==> src/rtl/sqrt_hs_pkg.sv <==
// Shared types and elaboration helpers for the handshaked square-root engine.
package sqrt_hs_pkg;

  typedef enum logic [1:0] {
    ST_IDLE = 2'd0,
    ST_CALC = 2'd1,
    ST_DONE = 2'd2
  } state_e;

  // Operand width must be even (two operand bits per root bit) and at least 4.
  function automatic bit width_ok(input int w);
    return ((w % 2) == 0) && (w >= 4);
  endfunction

  // Width of the step counter, which counts RW-1 down to 0.
  function automatic int cnt_width(input int rw);
    return (rw > 2) ? $clog2(rw) : 1;
  endfunction

endpackage

==> src/rtl/sqrt_hs_dp.sv <==
// Datapath: operand/root/remainder registers, one restoring digit step per
// enabled cycle, and the result registers loaded on the final step.
module sqrt_hs_dp
  import sqrt_hs_pkg::*;
#(
  parameter  int WIDTH = 16,
  localparam int RW    = WIDTH / 2
) (
  input  logic             clk_i,
  input  logic             rst_i,
  input  logic             load_i,
  input  logic             step_i,
  input  logic             cap_i,
  input  logic [WIDTH-1:0] data_i,
  input  logic             round_i,
  output logic [RW-1:0]    root_o,
  output logic [RW:0]      rem_o,
  output logic             sat_o
);

  logic [WIDTH-1:0] r_op;
  logic [RW-1:0]    r_root;
  // The partial remainder is bounded by 2*partial_root < 2^RW until the last step.
  logic [RW-1:0]    r_rem;
  logic             r_round;
  logic [RW-1:0]    r_root_out;
  logic [RW:0]      r_rem_out;
  logic             r_sat_out;

  logic [RW+1:0]    w_trial;
  logic [RW+1:0]    w_cmp;
  logic             w_ge;
  logic [RW:0]      w_diff;
  logic [RW:0]      w_rem_nxt;
  logic [RW-1:0]    w_root_nxt;
  logic             w_round_up;
  logic             w_root_max;
  logic             w_sat;
  logic [RW-1:0]    w_root_fin;

  // One digit step: bring down two operand bits and try to subtract 4*root+1.
  assign w_trial    = {r_rem, r_op[WIDTH-1:WIDTH-2]};
  assign w_cmp      = {r_root, 2'b01};
  assign w_ge       = (w_trial >= w_cmp);
  // The difference never exceeds 2*root, so RW+1 bits hold it exactly.
  assign w_diff     = w_trial[RW:0] - w_cmp[RW:0];
  assign w_rem_nxt  = w_ge ? w_diff : w_trial[RW:0];
  assign w_root_nxt = {r_root[RW-2:0], w_ge};

  // Round to nearest: sqrt(x) >= r + 0.5 exactly when rem > r.
  assign w_round_up = r_round & (w_rem_nxt > {1'b0, w_root_nxt});
  assign w_root_max = &w_root_nxt;
  assign w_sat      = w_round_up & w_root_max;
  assign w_root_fin = (w_round_up & ~w_root_max) ?
                      (w_root_nxt + {{(RW-1){1'b0}}, 1'b1}) : w_root_nxt;

  // Operand load, iteration registers and result capture on the final step.
  always_ff @(posedge clk_i or posedge rst_i) begin
    if (rst_i) begin
      r_op       <= {WIDTH{1'b0}};
      r_root     <= {RW{1'b0}};
      r_rem      <= {RW{1'b0}};
      r_round    <= 1'b0;
      r_root_out <= {RW{1'b0}};
      r_rem_out  <= {(RW+1){1'b0}};
      r_sat_out  <= 1'b0;
    end else if (load_i) begin
      r_op    <= data_i;
      r_round <= round_i;
      r_root  <= {RW{1'b0}};
      r_rem   <= {RW{1'b0}};
    end else if (step_i) begin
      r_op   <= {r_op[WIDTH-3:0], 2'b00};
      r_root <= w_root_nxt;
      r_rem  <= w_rem_nxt[RW-1:0];
      if (cap_i) begin
        r_root_out <= w_root_fin;
        r_rem_out  <= w_rem_nxt;
        r_sat_out  <= w_sat;
      end
    end
  end

  assign root_o = r_root_out;
  assign rem_o  = r_rem_out;
  assign sat_o  = r_sat_out;

endmodule

==> src/rtl/sqrt_pipe_hs.sv <==
// Sequential integer square root with valid/ready handshakes, optional
// round-to-nearest, functional enable and synchronous abort.
module sqrt_pipe_hs
  import sqrt_hs_pkg::*;
#(
  parameter  int WIDTH = 16,
  localparam int RW    = WIDTH / 2
) (
  input  logic             clk_i,
  input  logic             rst_i,
  input  logic             enb_i,
  input  logic             clear_i,
  input  logic             in_valid_i,
  output logic             in_ready_o,
  input  logic [WIDTH-1:0] data_i,
  input  logic             round_i,
  output logic             out_valid_o,
  input  logic             out_ready_i,
  output logic [RW-1:0]    root_o,
  output logic [RW:0]      rem_o,
  output logic             sat_o,
  output logic             busy_o
);

  localparam int CW = cnt_width(RW);

  if (!width_ok(WIDTH)) begin : g_width_chk
    $error("sqrt_pipe_hs: WIDTH must be even and >= 4");
  end

  state_e        r_state;
  logic [CW-1:0] r_cnt;
  logic          r_out_valid;

  logic          w_accept;
  logic          w_step;
  logic          w_last;

  // Handshake and step qualifiers; clear and a low enable block all of them.
  assign in_ready_o = (r_state == ST_IDLE) & enb_i & ~clear_i & ~rst_i;
  assign w_accept   = (r_state == ST_IDLE) & enb_i & ~clear_i & in_valid_i;
  assign w_step     = (r_state == ST_CALC) & enb_i & ~clear_i;
  assign w_last     = w_step & (r_cnt == {CW{1'b0}});

  // Control FSM: accept in IDLE, one root bit per enabled cycle, hold in DONE.
  always_ff @(posedge clk_i or posedge rst_i) begin
    if (rst_i) begin
      r_state     <= ST_IDLE;
      r_cnt       <= {CW{1'b0}};
      r_out_valid <= 1'b0;
    end else if (clear_i) begin
      r_state     <= ST_IDLE;
      r_cnt       <= {CW{1'b0}};
      r_out_valid <= 1'b0;
    end else if (enb_i) begin
      case (r_state)
        ST_IDLE: begin
          if (in_valid_i) begin
            r_state <= ST_CALC;
            r_cnt   <= CW'(RW - 1);
          end
        end
        ST_CALC: begin
          if (r_cnt == {CW{1'b0}}) begin
            r_state     <= ST_DONE;
            r_out_valid <= 1'b1;
          end else begin
            r_cnt <= r_cnt - {{(CW-1){1'b0}}, 1'b1};
          end
        end
        ST_DONE: begin
          if (out_ready_i) begin
            r_state     <= ST_IDLE;
            r_out_valid <= 1'b0;
          end
        end
        default: begin
          r_state     <= ST_IDLE;
          r_out_valid <= 1'b0;
        end
      endcase
    end
  end

  sqrt_hs_dp #(.WIDTH(WIDTH)) u_dp (
    .clk_i   (clk_i),
    .rst_i   (rst_i),
    .load_i  (w_accept),
    .step_i  (w_step),
    .cap_i   (w_last),
    .data_i  (data_i),
    .round_i (round_i),
    .root_o  (root_o),
    .rem_o   (rem_o),
    .sat_o   (sat_o)
  );

  assign out_valid_o = r_out_valid;
  assign busy_o      = (r_state != ST_IDLE);

endmodule

==> config.mk <==
export PLATFORM = sky130hd
export DESIGN_NAME = sqrt_pipe_hs
export DESIGN_NICKNAME = d
export VERILOG_FILES = /design/src/rtl/sqrt_hs_pkg.sv /design/src/rtl/sqrt_hs_dp.sv /design/src/rtl/sqrt_pipe_hs.sv
export SDC_FILE = /design/constraint.sdc
export NUM_CORES = 1
export LEC_CHECK = 0
export CAP_MARGIN = 30
export CORE_MARGIN = 2
export CORE_UTILIZATION = 50
export DETAILED_ROUTE_END_ITERATION = 16
export PLACE_DENSITY = 0.74
export SYNTH_ARGS = -nofsm -noshare
export SYNTH_HDL_FRONTEND = slang
export SYNTH_SLANG_ARGS = --single-unit
==> constraint.sdc <==
create_clock -name clk_i -period 4.4 [get_ports clk_i]
set_input_delay 1.32 -clock clk_i [delete_from_list [all_inputs] [get_ports clk_i]]
set_output_delay 1.32 -clock clk_i [all_outputs]
set_load 0.005 [all_outputs]
# == After elaboration in Yosys (flattened, before gate mapping) ==
# Cells that the tools add are included.
# word_totals
in_bits,23
regBits,57
# classes
order_cmp,2
reduce_logical,11
add_sub_neg,3
bitwise,14
n_mux,24
eq_ne,7
# op_table
cell,count
2-to-1 mux 8 bit,5
2-to-1 mux 16 bit,2
2-to-1 mux 3 bit,4
AND reduction 4 bit,3
AND 1 bit,10
greater-or-equal comparator 10 bit,1
2-to-1 mux 2 bit,5
> comparator 9 x 8 -> 1 bit,1
2-to-1 mux 9 bit,1
"inequality test 3 bit, second input constant",3
subtractor 9 bit,1
"adder 8 x 1 -> 8 bit, second input constant",1
AND reduction 8 bit,1
case mux 2 bit (3 select lines),1
case mux 3 bit (2 select lines),1
nonzero test 2 bit,3
2-to-1 mux 1 bit,4
inverter 1 bit,4
logical NOT 3 bit,1
"inequality test 3 x 2 -> 1 bit, second input constant",1
case mux 1 bit (3 select lines),1
AND reduction 3 bit,1
nonzero test 3 bit,1
"subtractor 3 x 1 -> 3 bit, second input constant",1
other kinds (4),4

# == Longest topological paths before layout ==
# Gate-level depths: netlist of run 1.
# depth
word_depth,6
ltp_mapped,21
depth_no_buf,19

# == Cells and area by module ==
# From an unflattened synthesis of run 1, not the netlist that was laid out.
# hier_totals
cells_unflattened,381
area_unflattened_um2,3479.6
# modules_own_cells
module,area_per_inst_um2,seq_area_each_um2,instances,cells_each
sqrt_hs_dp,3090.5,1276.2,1,337
sqrt_pipe_hs,389.1,150.1,1,44

# == Worst setup path after synthesis of run 1 ==
# OpenSTA, ideal clock, no wires.
# synth_path
path_type,input to output
startpoint,input port rst_i
endpoint,output port in_ready_o
path_stages,2
path_slack_ps,228
t_arrival_ps,2852
path_cell_list,inv_1 > and3_1
# synth_between
elab_chain_len,2
# synth_lines
element,line,text
start: declaration,sqrt_pipe_hs.sv:10,"input logic rst_i,"
inverter 1 bit,sqrt_pipe_hs.sv:40,assign in_ready_o = (r_state == ST_IDLE) & enb_i & ~clear_i & ~rst_i;
AND 1 bit,sqrt_pipe_hs.sv:40,
end: declaration,sqrt_pipe_hs.sv:14,"output logic in_ready_o,"
# No other way between the ends.

# == Worst setup path after layout of run 1 ==
# layout_path
startpoint,register u_dp.r_root[0]
endpoint,"register u_dp.r_root_out[5], in the netlist u_dp.root_o[5]"
# layout_between
elab_chain_len,6
word_cells_on_any_way,10
cone_classes,2 x add/sub; 2 x order compare; 2 x mux; 3 x bitwise; 1 x reduce/logical
# layout_lines
element,line,text
start: declaration,sqrt_hs_dp.sv:22,logic [RW-1:0] r_root;
start signal: assignment,sqrt_hs_dp.sv:61,r_root <= {RW{1'b0}};
start signal: assignment,sqrt_hs_dp.sv:70,r_root <= {RW{1'b0}};
start signal: assignment,sqrt_hs_dp.sv:74,r_root <= w_root_nxt;
subtractor 9 bit / greater-or-equal comparator 10 bit (equally long branches),"sqrt_hs_dp.sv:46, sqrt_hs_dp.sv:44",
2-to-1 mux 9 bit (*),sqrt_hs_dp.sv:47,assign w_rem_nxt = w_ge ? w_diff : w_trial[RW:0];
named net u_dp.w_rem_nxt[4],sqrt_hs_dp.sv:34,logic [RW:0] w_rem_nxt;
> comparator 9 x 8 -> 1 bit (*),sqrt_hs_dp.sv:51,"assign w_round_up = r_round & (w_rem_nxt > {1'b0, w_root_nxt});"
AND 1 bit (*),sqrt_hs_dp.sv:51,
AND 1 bit (*),sqrt_hs_dp.sv:54,assign w_root_fin = (w_round_up & ~w_root_max) ?
2-to-1 mux 8 bit (*),sqrt_hs_dp.sv:54,
end signal: assignment,sqrt_hs_dp.sv:64,r_root_out <= {RW{1'b0}};
end signal: assignment,sqrt_hs_dp.sv:77,r_root_out <= w_root_fin;
end: declaration,sqrt_hs_dp.sv:26,logic [RW-1:0] r_root_out;
# Mark *: on every way through the listed nets, which the timed path passes. The rest lies on a longest branch.
# A chain may end at the register's enable or synchronous reset.

==> impl_metrics.yaml, run 1 <==
cts:
  insertion_delay_ns: 0.34
  cts_buffer_depth: 2
  cts_sinks: 57
  cts_tree: "yes"
  cts_root_buf: "clkbuf_8"
  clk_pin_slew_ns: 0.06
  hold_buffers: 0
  cts_buffers: 9
  cts_htree_levels: 3
outcome:
  outcome: "complete, no violations"
pwr:
  p_per_area_nw_per_um2: 796
  ir_drop_mv: 0.517
  p_leak_nw: 1.83
  power_w: 0.00319
yosys:
  avgSynthCellArea_um2: 8.77
  syn-num-nets: 415
  seq_area_frac_synth: 0.438
  synthArstFlopShare: 1.00
  synth_edf_count: 0
  synthesis.instances: 371
  yosys_warnings: 0
  synth_area_um2: 3250
  yosysUniqueCellTypes: 49
  synth_flop_cell: "dfrtp_1"
  ys_ff_latch: 57
global_routing:
  grt_max_degree: 58
  grt_pass1_vias: 2626
  track_usage: 0.218
  grt_overflow: 0
  grt_pass1_wl_mm: 12.4
  antenna_found_initial: 0
floorplanning:
  die_area_um2: 7170
  die_y_um: 84.7
  fp-row-count: 29
  fp.coreArea_um2: 6310
  io_pins: 44
  fp.dieW_um: 84.7
  initial_utilization: 0.515
sta:
  min_period_over_period: 0.966
  whs_ns: 0.475
  fin_skew_ns: 0.00811
  fmax_mhz: 235
  setup_viol: 0
  period_needed_ns: 4.25
  drv_slew: 0
  hold_violations: 0
  max_slew_margin: 0.462
  worst_pin_slew_ns: 0.804
critical_path:
  start_kind: "register"
  slowest_stage: "dfrtp_1"
  max_stage_delay_ns: 0.38
  critical_path_arrival_ns: 4.48
  path_cells: "inv_1 > ha_1 > nor2b_4 > o31a_4 > o31ai_2 > and2_1 > buf_4 > inv_6 > mux2i_4 > inv_1 > ha_1 > nand3_1 > o31ai_2 > o221ai_1 > nor2_1 > o211ai_4 > o21a_2 > o311a_1 > a211o_1"
  path_class: "reg -> reg"
  worstPathRequired_ns: 4.63
  worst-path-max-fanout: 12
  cpLargestDelayFamily: "compound AO/OA/AOI/OAI gates"
  worstSetupEndpointType: "register"
  path_buf_inv: 4
cells_and_area:
  seq_area_um2: 1430
  multi_input_comb_area_um2: 1670
  drive_gt1_frac: 0.0960
  nets: 466
  diodes: 0
  area_growth_pct: 23.3
  utilization: 0.636
  nFillCells: 603
place:
  gp_congestion: 0.882
  port_buffers: 43
  dp_hpwl_mm: 5.32
routing:
  via_per_inst: 5.65
  ant_nets: 0
  drt-pass1-iter-count: 4
  wirelength_mm: 7.46
  drc_errors: 0
  drt_iter0_drc: 221
  via_count: 2848
  wl_per_cell_um: 14.8
min_path:
  hp-class: "reg -> reg"
run:
  drv_cap: 0
through the flow:
step / setup WS, ns / TNS [ns] / cells / area [um2]
after floorplan: 0.228 / 0 / 371 / 3250
after global placement: 0.256 / 0 / 487 / 3800
after detailed placement: 0.00923 / 0 / 487 / 3800
after CTS: 0.0459 / 0 / 503 / 3980
after global routing: -0.0637 / -0.0637 / 504 / 4010
final: 0.151 / 0 / 504 / 4010
area by class of cell:
class | instances | share of cell area
clock buffer | 13 | 0.0396
inverter | 26 | 0.0256
timing repair buffer | 58 | 0.135
clock inverter | 3 | 0.00374
sequential | 57 | 0.356
tap | 77 | 0.0240
multi-input combinational | 270 | 0.416
routing by layer:
metal | GRT usage | wire [um]
met2 | 0.336 | 3460
met1 | 0.302 | 3400
met3 | 0.0403 | 430
met4 | 0.0938 | 171
met5 | 0 | 0
where the power goes:
part | internal, W | total (W) | switching (W)
logic | 0.000867 | 0.00205 | 0.00118
registers | 0.000631 | 0.000708 | 0.0000770
clock network | 0.000232 | 0.000434 | 0.000201
kinds of logic after synthesis:
family,count (synthesis),synth area share
AND/OR/NAND/NOR,139,0.191
AO/OA/AOI/OAI,104,0.215
flip-flops,57,0.438
buffers and inverters,44,0.0569
adder cells (fa/ha/maj),21,0.0807
multiplexers,4,0.0123
XOR/XNOR,2,0.00538
tightest hold or removal path, stage by stage (launching register included):
cell and delay [ns]:
dfrtp_1 0.34, nand2_1 0.05, nand2_1 0.06
sequential cells by signal, summed over array words and instances (netlist names), 2 cells and up:
signal,cells
r_cnt,3
r_state,2
u_dp.r_op,16
u_dp.r_rem,8
u_dp.r_root,8
u_dp.rem_o,9
u_dp.root_o,8
cell usage in the layout (no fill, tap or decap), types with 12 or more instances in the layout:
cell / synthesis / layout
nor2_1: 17 / 17
a22oi_1: 12 / 12
dfrtp_1: 57 / 56
buf_4: 0 / 15
ha_1: 21 / 21
o21ai_0: 31 / 30
o22ai_1: 15 / 15
inv_1: 25 / 24
clkdlybuf4s50_1: 0 / 43
nand2_1: 80 / 80
what timing repair did:
action | CTS | global route
endpoints found under the setup margin | 1 | 4
pin swaps | 0 | 1
cloned | 0 | 0
gates resized for setup | 1 | 6
setup buffers | 0 | 1
final timing paths:
path	start	to	slack, ns	cells after the start
max in group asynchronous	rst_i	u_dp.r_root[2]	2.38	3
worst max-delay path	u_dp.r_root[0]	u_dp.root_o[5]	0.15	19
worst min-delay path	u_dp.rem_o[0]	u_dp.rem_o[0]	0.48	2
min in group asynchronous	rst_i	r_state[0]	1.49	3
worst max register to register	u_dp.r_root[0]	u_dp.root_o[5]	0.15	19
worst min register to register	u_dp.rem_o[0]	u_dp.rem_o[0]	0.48	2
synth_stat cells (4+ instances only):
cell type,instances,area [um2]
and3_1,5,31.3
nand2_1,80,300
o21a_1,6,45.0
a22oi_1,12,90.1
nand3_1,10,50.1
o21ai_0,31,155
o22ai_1,15,93.8
clkbuf_1,15,56.3
a211oi_1,4,30.0
dfrtp_1,57,1430
nor3_1,7,35.0
nor2_1,17,63.8
mux2i_1,4,40.0
inv_1,25,93.8
ha_1,21,263
a21oi_1,9,45.0
No activity file was read; power rests on OpenSTA's default activity.
==> run 2: changes to the inputs <==
--- a/config.mk
+++ b/config.mk
@@ -8,6 +8,7 @@
 export CAP_MARGIN = 30
 export CORE_MARGIN = 2
 export CORE_UTILIZATION = 50
+export CTS_CLUSTER_SIZE = 14
 export DETAILED_ROUTE_END_ITERATION = 16
 export PLACE_DENSITY = 0.74
 export SYNTH_ARGS = -nofsm -noshare
==> constraint.sdc (replaced) <==
create_clock -name clk_i -period 4.35 [get_ports clk_i]
set_input_delay 1.305 -clock clk_i [delete_from_list [all_inputs] [get_ports clk_i]]
set_output_delay 1.305 -clock clk_i [all_outputs]
set_load 0.005 [all_outputs]
==> impl_metrics.yaml, run 2 (synthesized netlist as in run 1, its figures left out) <==
cells_and_area:
  final_common_cell: "nand2_1"
  top_register: "u_dp.r_op"
  fin_cells: 508
  nets: 470
  largest_reg_flops: 16
  area_growth_pct: 24.3
  nFillCells: 565
  drive_gt1_frac: 0.109
  diodes: 0
  layout_common_cells: "80 x nand2_1, 56 x dfrtp_1, 43 x clkdlybuf4s50_1"
floorplanning:
  initial_utilization: 0.515
  die_area_um2: 7170
  die_y_um: 84.7
  io_pins: 44
  fp-row-count: 29
  fp.dieW_um: 84.7
  fp.coreArea_um2: 6310
pwr:
  p_clk_frac: 0.133
  combPwrFrac: 0.652
  ir_drop_mv: 0.553
  switching_power_w: 0.00150
  swShare: 0.451
  p_int_w: 0.00183
  p_leak_nw: 1.85
  share_seq_of_total_power: 0.215
  p_per_area_nw_per_um2: 822
cts:
  insertion_delay_ns: 0.34
  cts_buffer_depth: 2
  hold_buffers: 0
  cts_root_buf: "clkbuf_8"
  cts_sinks: 57
  clk_pin_slew_ns: 0.06
  cts_buffers: 9
  cts_htree_levels: 3
  cts_tree: "yes"
sta:
  fmax_mhz: 243
  setup_viol: 0
  min_period_over_period: 0.948
  hold_violations: 0
  worst_pin_slew_ns: 0.808
  drv_slew: 0
  fin_skew_ns: 0.00649
  period_needed_ns: 4.12
  rsz0062_at_grt: "false"
  setup_tns_ns: 0
  max_slew_margin: 0.460
  setup_ws_ns: 0.228
critical_path:
  path_class: "reg -> reg"
  critical_path_arrival_ns: 4.35
  worstPathRequired_ns: 4.58
  worst-path-max-fanout: 12
  start_kind: "register"
  worstSetupEndpointType: "register"
place:
  dpl.cell_count: 489
  port_buffers: 43
  gp_congestion: 0.870
  dp_hpwl_mm: 5.36
  pre_cts_slack_ns: 0.152
routing:
  via_count: 2893
  drt-pass1-iter-count: 5
  wirelength_mm: 7.64
  via_per_inst: 5.69
  drc_errors: 0
  wl_per_cell_um: 15.0
  ant_nets: 0
  drt_iter0_drc: 163
global_routing:
  grt_pass1_vias: 2719
  grt_overflow: 0
  track_usage: 0.224
  grt_max_degree: 58
  grt_pass1_wl_mm: 12.8
  antenna_found_initial: 0
min_path:
  hp-class: "reg -> reg"
run:
  drv_cap: 0
outcome:
  outcome: "complete, no violations"
==> run 2: path summary, 6_finish.rpt <==
path	cells after the start	start	slack [ns]	end
setup reg to reg	19	u_dp.r_root[0]	0.23	u_dp.root_o[5]
setup / recovery	19	u_dp.r_root[0]	0.23	u_dp.root_o[5]
min in group asynchronous	3	rst_i	1.49	r_state[0]
hold / removal	2	u_dp.r_op[10]	0.48	u_dp.r_op[10]
hold reg to reg	2	u_dp.r_op[10]	0.48	u_dp.r_op[10]
max in group asynchronous	3	rst_i	2.36	u_dp.r_root[3]
==> run 2: metal layers <==
layer	vias up	GRT usage	wire length, um	share of wire
li1	1419	-	-	-
met2	93	0.345	3620	0.47
met4	0	0.0678	142	0.019
met5	-	0	0	0
met3	14	0.0629	397	0.052
met1	1367	0.309	3480	0.46
==> run 2: cell type report <==
class	instances	area [um2]	area share
multi-input combinational	270	1670	0.413
sequential	57	1430	0.353
timing repair buffer	62	573	0.142
clock buffer	13	159	0.0393
inverter	26	103	0.0254
tap	77	96.3	0.0238
clock inverter	3	15.0	0.00371
==> run 2: critical path: stages, from the launching register on <==
cell and delay (ns):
dfrtp_1 0.40, inv_2 0.07, ha_1 0.32, nor2b_4 0.15, o31a_4 0.29, o31ai_2 0.21
and2_1 0.18, buf_4 0.16, inv_6 0.06, mux2i_2 0.18, inv_1 0.06, ha_1 0.31
nand3_2 0.10, o31ai_2 0.29, o221ai_1 0.17, nor2_1 0.20, o211ai_4 0.10, o21a_4 0.17
o311a_1 0.35, a211o_1 0.26
==> run 2: power groups by stage <==
stage	sequential [W]	combinational, W	clock [W]
CTS	0.000714	0.00200	0.000452
finish	0.000715	0.00217	0.000443
global placement	0.000720	0.00193	0
floorplan	0.000708	0.00148	0
global route	0.000728	0.00238	0.000476
detailed placement	0.000722	0.00198	0
==> run 2: timing repair <==
action / 4_1_cts / 5_1_grt
endpoints found under the hold margin: 0 / 0
setup endpoints to repair: 0 / 3
setup buffers: 0 / 3
gates resized for setup: 0 / 9
==> run 2: stage by stage <==
stage	area [um2]	hold WS (ns)	power, W	utilization
floorplan	3250	0.445	0.00219	-
global placement	3820	0.458	0.00265	0.605
detailed placement	3820	0.462	0.00270	0.605
CTS	3990	0.479	0.00317	0.632
global route	4040	0.505	0.00359	0.641
finish	4040	0.476	0.00333	0.641
==> run 3: changes to the inputs <==
--- a/config.mk
+++ b/config.mk
@@ -11,6 +11,7 @@
 export CTS_CLUSTER_SIZE = 14
 export DETAILED_ROUTE_END_ITERATION = 16
 export PLACE_DENSITY = 0.74
+export SKIP_LAST_GASP = 1
 export SYNTH_ARGS = -nofsm -noshare
 export SYNTH_HDL_FRONTEND = slang
 export SYNTH_SLANG_ARGS = --single-unit
==> constraint.sdc (replaced) <==
create_clock -name clk_i -period 4.03 [get_ports clk_i]
set_input_delay 1.209 -clock clk_i [delete_from_list [all_inputs] [get_ports clk_i]]
set_output_delay 1.209 -clock clk_i [all_outputs]
set_load 0.005 [all_outputs]
==> impl_metrics.yaml, run 3 (synthesized netlist as in run 1, its figures left out) <==
pwr:
  share_seq_of_total_power: 0.190
  p_int_w: 0.00231
  combPwrFrac: 0.683
  ir_drop_mv: 0.615
  p_leak_nw: 2.00
  power_w: 0.00403
  switching_power_w: 0.00172
  p_clk_frac: 0.127
  p_per_area_nw_per_um2: 941
  swShare: 0.427
global_routing:
  grt_max_degree: 58
  antenna_found_initial: 0
  track_usage: 0.228
  grt_overflow: 0
  grt_pass1_wl_mm: 13.1
  grt_pass1_vias: 2865
cells_and_area:
  final_common_cell: "nand2_1"
  area_growth_pct: 31.6
  nets: 497
  layout_common_cells: "80 x nand2_1, 57 x dfrtp_1, 46 x buf_4"
  top_register: "u_dp.r_op"
  fin_cells: 535
  drive_gt1_frac: 0.166
  diodes: 0
  largest_reg_flops: 16
  utilization: 0.679
sta:
  hold_violations: 0
  fin_skew_ns: 0.00711
  whs_ns: 0.477
  rsz0062_at_grt: "true"
  fmax_mhz: 256
  period_needed_ns: 3.91
  worst_pin_slew_ns: 0.715
  setup_tns_ns: 0
  drv_slew: 0
  min_period_over_period: 0.970
  max_slew_margin: 0.523
  setup_viol: 0
cts:
  cts_root_buf: "clkbuf_8"
  cts_buffer_depth: 2
  cts_tree: "yes"
  cts_htree_levels: 3
  insertion_delay_ns: 0.34
  cts_buffers: 9
  hold_buffers: 0
  clk_pin_slew_ns: 0.06
  cts_sinks: 57
floorplanning:
  die_y_um: 84.7
  fp.coreArea_um2: 6310
  initial_utilization: 0.515
  die_area_um2: 7170
  fp-row-count: 29
  fp.dieW_um: 84.7
  io_pins: 44
routing:
  via_per_inst: 5.49
  via_count: 2939
  drc_errors: 0
  wl_per_cell_um: 14.5
  ant_nets: 0
  drt-pass1-iter-count: 4
  wirelength_mm: 7.73
  drt_iter0_drc: 150
place:
  dp_hpwl_mm: 5.69
  port_buffers: 43
  dpl.cell_count: 517
  gp_congestion: 0.903
min_path:
  min_from: "u_dp.r_op[9]"
  hold_end: "u_dp.r_op[9]"
  hold_depth: 2
  hp-class: "reg -> reg"
critical_path:
  path_class: "reg -> reg"
  worstPathRequired_ns: 4.26
  ff2ff_path_depth: 17
  critical_path_arrival_ns: 4.14
  worstSetupEndpointType: "register"
  worst-path-max-fanout: 9
  reg2reg_to: "u_dp.root_o[5]"
  ff2ff_setup_slack_ns: 0.12
  crit-reg2reg-launch: "u_dp.r_rem[5]"
  start_kind: "register"
run:
  drv_cap: 0
outcome:
  outcome: "complete, no violations"
run 3: power by group through the flow:
stage / clock network, W / logic [W] / registers (W)
CTS: 0.000525 / 0.00253 / 0.000766
global route: 0.000545 / 0.00303 / 0.000782
detailed placement: 0 / 0.00249 / 0.000775
floorplan: 0 / 0.00161 / 0.000765
finish: 0.000511 / 0.00275 / 0.000766
global placement: 0 / 0.00243 / 0.000769
run 3: how the worst max path moves through the flow:
| stage | slack [ns] | depth (start not counted) | endpoint | startpoint |
|---|---|---|---|---|
| after floorplan | 0.03 | 20 | u_dp.root_o[5] | u_dp.r_root[0] |
| after global placement | 0.04 | 17 | u_dp.root_o[5] | u_dp.r_rem[0] |
| after detailed placement | -0.11 | 17 | u_dp.root_o[5] | u_dp.r_rem[5] |
| after CTS | 0.005 | 17 | u_dp.root_o[5] | u_dp.r_rem[5] |
| after global routing | -0.13 | 17 | u_dp.root_o[5] | u_dp.r_rem[5] |
| final | 0.12 | 17 | u_dp.root_o[5] | u_dp.r_rem[5] |
run 3: layer usage:
layer	global-route usage	vias up	share of wire
met5	0	-	0
met1	0.300	1363	0.45
met3	0.0393	17	0.046
met2	0.371	80	0.48
li1	-	1479	-
met4	0.0996	0	0.023
run 3: repair_timing:
item,in CTS,in global routing
endpoints found under the hold margin,0,0
setup endpoints to repair,2,9
pin swaps,0,5
buffers inserted,0,2
resized for setup,2,12
run 3: metrics by stage:
stage,setup WS [ns],instance area [um2]
final,0.120,4280
after global routing,-0.127,4280
after CTS,0.00488,4220
after detailed placement,-0.111,4030
after global placement,0.0413,4030
after floorplan,0.0286,3260
run 3: area by class of cell:
| cell class | count | area [um2] |
|---|---|---|
| clock inverter | 2 | 10.0 |
| clock buffer | 14 | 183 |
| sequential | 57 | 1430 |
| fill | 532 | 2030 |
| timing repair buffer | 89 | 776 |
| tap | 77 | 96.3 |
| inverter | 26 | 103 |
| multi-input combinational | 270 | 1690 |
run 3: worst max-delay path: stages, from the launching register on:
cell and delay, ns:
dfrtp_1 0.40, ha_1 0.38, a211oi_2 0.23, nor2_1 0.09
a211oi_2 0.26, and2_4 0.26, inv_6 0.05, mux2i_2 0.19
inv_1 0.06, ha_1 0.31, nand3_2 0.09, o31ai_2 0.27
o221ai_1 0.14, nor2_1 0.19, o211ai_4 0.10, o21a_4 0.16
o311a_1 0.35, a211o_1 0.27
